**config.mk**
```make
export PLATFORM = sky130hd
export DESIGN_NAME = fp_stream_max
export DESIGN_NICKNAME = d
export VERILOG_FILES = /design/src/rtl/fp13_pkg.sv /design/src/rtl/fp_greater_than.sv /design/src/rtl/fp_stream_max.sv
export SDC_FILE = /design/constraint.sdc
export NUM_CORES = 1
export LEC_CHECK = 0
export BUFFER_PORTS_ARGS = -buffer_cell sky130_fd_sc_hd__buf_2
export CAP_MARGIN = 20
export CORE_AREA = 2 2 84 62
export DETAILED_ROUTE_END_ITERATION = 8
export DIE_AREA = 0 0 86 64
export PLACE_DENSITY = 0.78
export SLEW_MARGIN = 20
export SYNTH_ARGS = -nofsm -noshare
export SYNTH_HDL_FRONTEND = slang
export SYNTH_SLANG_ARGS = --single-unit
```
**constraint.sdc**
```tcl
create_clock -name clk -period 3.02 [get_ports clk]
set_clock_uncertainty 0.2 [all_clocks]
set_input_delay 0.151 -clock clk [delete_from_list [all_inputs] [get_ports clk]]
set_output_delay 0.151 -clock clk [all_outputs]
set_load 0.01 [all_outputs]
```
**src/rtl/fp13_pkg.sv**
```systemverilog
// rtl/fp13_pkg.sv - 13-bit float field layout and max-finder state encoding
package fp13_pkg;

    localparam int FP_W   = 13;
    localparam int EXP_W  = 4;
    localparam int MANT_W = 8;

    typedef struct packed {
        logic              sign;
        logic [EXP_W-1:0]  exp;
        logic [MANT_W-1:0] mant;
    } fp13_t;

    typedef enum logic [1:0] {
        IDLE  = 2'd0,
        ACCUM = 2'd1,
        HOLD  = 2'd2
    } smax_state_t;

endpackage

```
**src/rtl/fp_greater_than.sv**
```systemverilog
// rtl/fp_greater_than.sv - combinational strict fp1 > fp2 for 13-bit floats
module fp_greater_than
    import fp13_pkg::*;
(
    input  logic [FP_W-1:0] fp1,
    input  logic [FP_W-1:0] fp2,
    output logic            gt
);

    fp13_t                     a;
    fp13_t                     b;
    logic [EXP_W+MANT_W-1:0]   mag_a;
    logic [EXP_W+MANT_W-1:0]   mag_b;

    always_comb begin
        a     = fp13_t'(fp1);
        b     = fp13_t'(fp2);
        mag_a = {a.exp, a.mant};
        mag_b = {b.exp, b.mant};
        // Sign decides first, so +0 ranks above -0; negatives order by smaller magnitude.
        if (a.sign != b.sign) begin
            gt = !a.sign;
        end else if (a.sign) begin
            gt = (mag_a < mag_b);
        end else begin
            gt = (mag_a > mag_b);
        end
    end

endmodule

```
**src/rtl/fp_stream_max.sv**
```systemverilog
// rtl/fp_stream_max.sv - streaming max-finder reporting max value, position and frame length
module fp_stream_max
    import fp13_pkg::*;
#(
    parameter int IDX_W = 8
) (
    input  logic              clk,
    input  logic              rst_n,
    input  logic              in_valid,
    output logic              in_ready,
    input  logic [FP_W-1:0]   in_data,
    input  logic              in_last,
    output logic              out_valid,
    input  logic              out_ready,
    output logic [FP_W-1:0]   out_max,
    output logic [IDX_W-1:0]  out_idx,
    output logic [IDX_W:0]    out_len,
    output logic              out_trunc
);

    localparam logic [IDX_W:0] LAST_CNT = {1'b0, {IDX_W{1'b1}}};
    localparam logic [IDX_W:0] ONE_CNT  = {{IDX_W{1'b0}}, 1'b1};

    smax_state_t        state_q, state_d;
    logic [FP_W-1:0]    max_q, max_d;
    logic [IDX_W-1:0]   idx_q, idx_d;
    logic [IDX_W:0]     count_q, count_d;
    logic               trunc_q, trunc_d;
    logic               beat;
    logic               gt;

    fp_greater_than u_cmp (
        .fp1 (in_data),
        .fp2 (max_q),
        .gt  (gt)
    );

    assign in_ready  = (state_q != HOLD);
    assign beat      = in_valid && in_ready;
    assign out_valid = (state_q == HOLD);
    assign out_max   = max_q;
    assign out_idx   = idx_q;
    assign out_len   = count_q;
    assign out_trunc = trunc_q;

    always_comb begin
        state_d = state_q;
        max_d   = max_q;
        idx_d   = idx_q;
        count_d = count_q;
        trunc_d = trunc_q;
        case (state_q)
            IDLE: begin
                if (beat) begin
                    max_d   = in_data;
                    idx_d   = '0;
                    count_d = ONE_CNT;
                    trunc_d = 1'b0;
                    state_d = in_last ? HOLD : ACCUM;
                end
            end
            ACCUM: begin
                if (beat) begin
                    if (gt) begin
                        max_d = in_data;
                        idx_d = count_q[IDX_W-1:0];
                    end
                    count_d = count_q + ONE_CNT;
                    // A frame that fills the index space is closed; trunc marks it had no in_last.
                    if (in_last) begin
                        state_d = HOLD;
                    end else if (count_q == LAST_CNT) begin
                        state_d = HOLD;
                        trunc_d = 1'b1;
                    end
                end
            end
            HOLD: begin
                if (out_ready) begin
                    state_d = IDLE;
                    count_d = '0;
                    trunc_d = 1'b0;
                end
            end
            default: state_d = IDLE;
        endcase
    end

    always_ff @(posedge clk or negedge rst_n) begin
        if (!rst_n) begin
            state_q <= IDLE;
            max_q   <= '0;
            idx_q   <= '0;
            count_q <= '0;
            trunc_q <= 1'b0;
        end else begin
            state_q <= state_d;
            max_q   <= max_d;
            idx_q   <= idx_d;
            count_q <= count_d;
            trunc_q <= trunc_d;
        end
    end

endmodule

```
# Yosys cells after proc, flatten, opt, wreduce, memory -nomap -nowiden
# Index checks and enable logic that the tools add are counted.
[classes] addsub=1 n_lt_le_gt_ge=2 eq_ne=12 muxes=27 n_reduce_logical=9
[ops] op="13-bit two-way mux" count=3
[ops] op="9-bit two-way mux" count=3
[ops] op="9-bit case mux with 3 select lines" count=1
[ops] op="13-bit case mux with 2 select lines" count=1
[ops] op="8-bit two-way mux" count=3
[ops] op="8-bit case mux with 2 select lines" count=1
[ops] op="12-bit > comparator" count=1
[ops] op="12-bit < comparator" count=1
[ops] op="2-bit two-way mux" count=6
[ops] op="2-bit inequality test, second input constant" count=6
[ops] op="4-bit AND reduction" count=3
[ops] op="9-bit by 1-bit adder with 9-bit output, second input constant" count=1
[ops] op="9-bit by 8-bit == test with 1-bit output, second input constant" count=1
[ops] op="1-bit two-way mux" count=7
[ops] op="2-bit case mux with 3 select lines" count=1
[ops] op="6-bit AND reduction" count=1
[ops] op="3-bit inequality test, second input constant" count=1
[ops] op="1-bit case mux with 3 select lines" count=1
[ops] op="3-bit nonzero test" count=1
[ops] op="2-bit by 1-bit == test with 1-bit output, second input constant" count=1
[ops] op="2-bit == test, second input constant" count=1
[ops] op="2-bit logical NOT" count=1
[ops] op="2-bit by 1-bit inequality test with 1-bit output, second input constant" count=1
[ops] op="2-bit nonzero test" count=1
[ops] op="other kinds (3)" count=3
[totals] ff_bits=33 inputBits=18 output_inout_bits=33 wordCells=56

# Depth between registers and ports, before layout
[depth] word_depth=6 ltp_mapped=11 mapped_depth_nobuf=9

# By module
# From an unflattened synthesis, not the netlist that was laid out.
[unflattened] cells_unflattened=221 area_unflattened_um2=1916.8
[by_module_without_submodules] module="fp_stream_max" n_inst=1 cells_each=174 area_each_um2=1581.5
[by_module_without_submodules] module="fp_greater_than" n_inst=1 cells_each=47 area_each_um2=335.3

# Worst setup path after synthesis
# No wires, ideal clock.
[synth_path] path_kind="reg2reg" start="register max_q[9], in the netlist out_max[9]" end="register idx_q[0], in the netlist out_idx[0]" setup_ns=0.080 arrival_ns=1.973 required_time_ns=2.740 slack_ns=0.767 path_stages_with_launch=10 path_buffers=1 path_cell_list="dfrtp_1 inv_1 ha_1 nand4_1 or2_1 a22o_1 a31o_1 and2_4 buf_6 o211ai_2"
[synth_between] elab_chain_cells=5 elab_cells_between_ends=6
[synth_lines] element="start: declaration" line="fp_stream_max.sv:25" rtl="logic [FP_W-1:0] max_q, max_d;"
[synth_lines] element="start signal: assignment" line="fp_stream_max.sv:98" rtl="max_q <= max_d;"
[synth_lines] element="12-bit > comparator / 12-bit < comparator (equally long branches)" line="fp_greater_than.sv:26, fp_greater_than.sv:24"
[synth_lines] element="1-bit two-way mux *" line="fp_greater_than.sv:23" rtl="end else if (a.sign) begin"
[synth_lines] element="1-bit two-way mux *" line="fp_greater_than.sv:21" rtl="if (a.sign != b.sign) begin"
[synth_lines] element="2-bit inequality test (no source line) *"
[synth_lines] element="4-bit AND reduction (no source line) *"
[synth_lines] element="end signal: assignment" line="fp_stream_max.sv:99" rtl="idx_q <= idx_d;"
[synth_lines] element="end: declaration" line="fp_stream_max.sv:26" rtl="logic [IDX_W-1:0] idx_q, idx_d;"
# Mark *: on every way between the ends. The rest lies on a longest branch, timed or not.
# A chain may end at the register's enable or synchronous reset.

# Worst setup path after layout
[layout_path] start="input in_data[11]" end="register max_q[6], in the netlist out_max[6]"
[layout_between] elab_chain_cells=5 elab_cells_between_ends=6
[layout_lines] element="start: declaration" line="fp_stream_max.sv:11" rtl="input logic [FP_W-1:0] in_data,"
[layout_lines] element="12-bit > comparator / 12-bit < comparator (equally long branches)" line="fp_greater_than.sv:26, fp_greater_than.sv:24"
[layout_lines] element="1-bit two-way mux *" line="fp_greater_than.sv:23"
[layout_lines] element="1-bit two-way mux *" line="fp_greater_than.sv:21"
[layout_lines] element="2-bit inequality test (no source line) *"
[layout_lines] element="4-bit AND reduction (no source line) *"
# Marks and branches as above.

==> implementation parameters <==
Parameter                              Value

Timing
  Setup-violating endpoint count in the final report ... 0
  Fin crit share ... 92.0%
  Peak Freq ... 360 MHz
  Number of endpoints with negative hold slack in the final report ... 0
  Tightest slew margin relative to the limit ... 32.0%
  Final max-slew violation count ... 0
  Total negative setup slack ... 0 ns
  RSZ-0062 raised after global routing ... no
  Slew at the pin with the worst max-slew slack ... 1.01 ns
  Minimum clock period after layout ... 2.78 ns

Route
  Routed Wire Length ... 6.50 mm
  DRC violation count after routing ... 0
  Via count of the routed design ... 2504
  Pre-antenna DRT Iters ... 4
  Routed length per instance ... 16.3 µm
  Count of routing violations after the opening detailed-route iteration ... 169
  Antenna Nets Post-Route ... 0
  Routed vias/inst ... 6.28

Logic synthesis
  Share of cell area taken by muxes after synthesis ... 0%
  Post-Synth XOR/XNOR Area ... 0%
  Most used flip-flop cell after synthesis ... sky130_fd_sc_hd__dfrtp_1
  Post-synthesis instance area ... 2480 µm²
  Cell type with the highest aggregate area in the netlist ... sky130_fd_sc_hd__dfrtp_1
  Synthesized-area fraction occupied by and/or/nand/nor cells ... 24.6%
  Number of flip-flops and latches in the synthesized netlist ... 33
  Yosys warns ... 0
  Async S/R FF share, synth ... 100%
  Post-synth EDFFs ... 0
  Dominant combinational cell family by area after synthesis ... compound AO/OA/AOI/OAI gates
  Complex-gate fraction of the synthesized area ... 25.9%
  Share of the synthesized area in the top cell type ... 33.4%
  Cells after synthesis ... 286
  Register area share after synthesis ... 33.4%
  Post-synthesis share of cell area spent on full adders, half adders and majority gates ... 8.59%
  Per-instance average area after synthesis ... 8.66 µm²
  Distinct cell type count after synthesis ... 34
  Synth Net Count ... 321
  Cell types occupying the most area after synthesis ... sky130_fd_sc_hd__dfrtp_1, sky130_fd_sc_hd__o211ai_2, sky130_fd_sc_hd__nand4_1, sky130_fd_sc_hd__ha_1, sky130_fd_sc_hd__o21ai_0

Final layout
  Area growth, synth to finish ... 20.8%
  Fraction of layout cells with a size suffix above 1 ... 26.3%
  Post-layout nets ... 376
  Post-Layout Cell Count ... 399
  # diodes ... 0
  Most frequent cells in the layout ... sky130_fd_sc_hd__buf_2, sky130_fd_sc_hd__nand4_1, sky130_fd_sc_hd__dfrtp_1, sky130_fd_sc_hd__o21ai_0, sky130_fd_sc_hd__o211ai_2
  Commonest non-fill, non-tap cell in the layout ... sky130_fd_sc_hd__buf_2
  Total of fill cells in the finished design ... 403

Clocking
  Clock sinks ... 33
  Clock-pin slew on the worst setup and hold paths ... 0.07 ns
  Clock insertion delay at the later pin of the skew report ... 0.30 ns
  CTS buffer count ... 5
  Post-CTS Hold Buffers ... 15
  Buffer levels on the longest clock path ... 2
  Root Driver ... sky130_fd_sc_hd__clkbuf_8
  CTS tree ... yes
  Buffers inserted by post-CTS timing repair ... 0
  Resized Gates After CTS ... 0
  H-tree depth ... 2

Outcome
  Status ... finished clean

Critical path
  Data arrival, critical path ... 2.74 ns
  Required arrival time at the worst endpoint ... 2.98 ns
  Category of the critical setup timing path ... in2reg
  Crit path launch type ... input pin
  Peak fanout along the critical path ... 20
  Type of destination of the critical path ... register

Power and ir drop
  Lkg Pwr ... 1.42 nW
  Switching power ... 1.34 mW
  Share of power burned in registers ... 26.7%
  Worst IR Drop VDD ... 0.000479 V
  Net switching share of the total power ... 50.8%
  Cell-internal power ... 1.30 mW
  PD cells ... 882 nW/µm²
  Share of total power in combinational logic ... 60.7%
  Clk network pwr share ... 12.6%

Global routing
  Largest net degree at the start of global routing ... 43
  First-pass GRT wire length ... 11.1 mm
  Global route total overflow ... 0
  Combined global-route utilization of all metal layers ... 25.5%
  Antenna violations before repair ... 0
  Number of global-route vias before repair ... 2321

Floorplanning
  Floorplan die area ... 5500 µm²
  Core area ... 4650 µm²
  Placement Rows ... 21
  Initial core utilization ... 53.2%
  Die extent in y ... 64 µm
  Die W ... 86 µm
  I/O pin count ... 51

Placed design
  Port Buffers ... 50
  Number of placed cells counting well taps ... 376
  Gpl congestion ... 0.837
  HPWL after detailed placement ... 4.35 mm

Hold path
  Worst hold-check path type ... in2reg

Job
  Number of violations of the max-capacitance limit ... 0
stage by stage:
step	util [%]	hold WS (ns)	cell area (µm²)	setup slack (ns)	power (mW)
floorplan	-	-0.345	2480	0.767	1.88
global placement	59.3	0.0648	2760	0.441	2.22
detailed placement	59.3	0.0669	2760	0.361	2.27
CTS	64.3	0.0522	2990	0.268	2.62
global route	64.3	0.115	2990	0.119	2.88
finish	64.3	0.0593	2990	0.242	2.64
cell families after synthesis:
group           count (synthesis)
buf+inv                        45
flops                          33
compound gates                 87
fa+ha+maj                      17
simple gates                  104
critical path, stage by stage:
cell	delay, ns
sky130_fd_sc_hd__dlygate4sd3_1	0.53
sky130_fd_sc_hd__buf_2	0.15
sky130_fd_sc_hd__ha_1	0.32
sky130_fd_sc_hd__nand4_1	0.12
sky130_fd_sc_hd__or2_1	0.19
sky130_fd_sc_hd__a22o_1	0.21
sky130_fd_sc_hd__a31o_1	0.45
sky130_fd_sc_hd__and2_4	0.48
sky130_fd_sc_hd__o211ai_2	0.14
state kept, by name (all words and copies together), names as in the netlist:
register,flops
out_max,13
state_q,2
out_len,9
out_trunc,1
out_idx,8
power groups by stage:
| stage | registers [mW] | logic (mW) | clock network (mW) |
|---|---|---|---|
| detailed placement | 0.706 | 1.56 | 0 |
| global placement | 0.702 | 1.52 | 0 |
| floorplan | 0.728 | 1.15 | 0 |
| finish | 0.704 | 1.60 | 0.333 |
| global route | 0.726 | 1.79 | 0.365 |
| CTS | 0.701 | 1.58 | 0.334 |
cell type report:
cell class              count  area (µm²)  area share [%]
multi-input cells         208        1470            49.2
flip-flops and latches     33         826            27.6
repair buffers             74         468            15.6
clock buffers               6        72.6            2.43
inverters                  19        71.3            2.38
well taps                  57        71.3            2.38
clock inverters             2        10.0           0.335
path summary, 6_finish.rpt:
| check | startpoint | endpoint | slack (ns) | cells past startpoint |
|---|---|---|---|---|
| max | in_data[11] | out_max[6]$_DFFE_PN0P_ | 0.24 | 9 |
| min | out_ready | state_q[1]$_DFFE_PN0P_ | 0.06 | 4 |
| max reg2reg | out_max[11]$_DFFE_PN0P_ | out_max[6]$_DFFE_PN0P_ | 0.31 | 8 |
| min reg2reg | out_trunc$_DFFE_PN0P_ | out_trunc$_DFFE_PN0P_ | 0.29 | 1 |
| max in group asynchronous | rst_n | out_idx[1]$_DFFE_PN0P_ | 1.85 | 2 |
| min in group asynchronous | rst_n | out_len[0]$_DFFE_PN0P_ | 0.27 | 2 |
Yosys cell counts, drive strengths merged (11+ instances only):
| cell type | number |
|---|---|
| clkbuf | 20 |
| o21ai | 28 |
| inv | 19 |
| o211ai | 21 |
| nand3 | 17 |
| ha | 17 |
| a21oi | 12 |
| nand4 | 36 |
| and3 | 12 |
| dfrtp | 33 |
| nand3b | 11 |
| a31oi | 13 |
metal layers:
layer | share of wire (%) | GRT usage [%]
met5 | 0 | 0
met4 | 1.2 | 8.33
met3 | 8.3 | 4.65
met2 | 44 | 38.6
met1 | 46 | 36.7
Power figures use the tool's default switching activity.
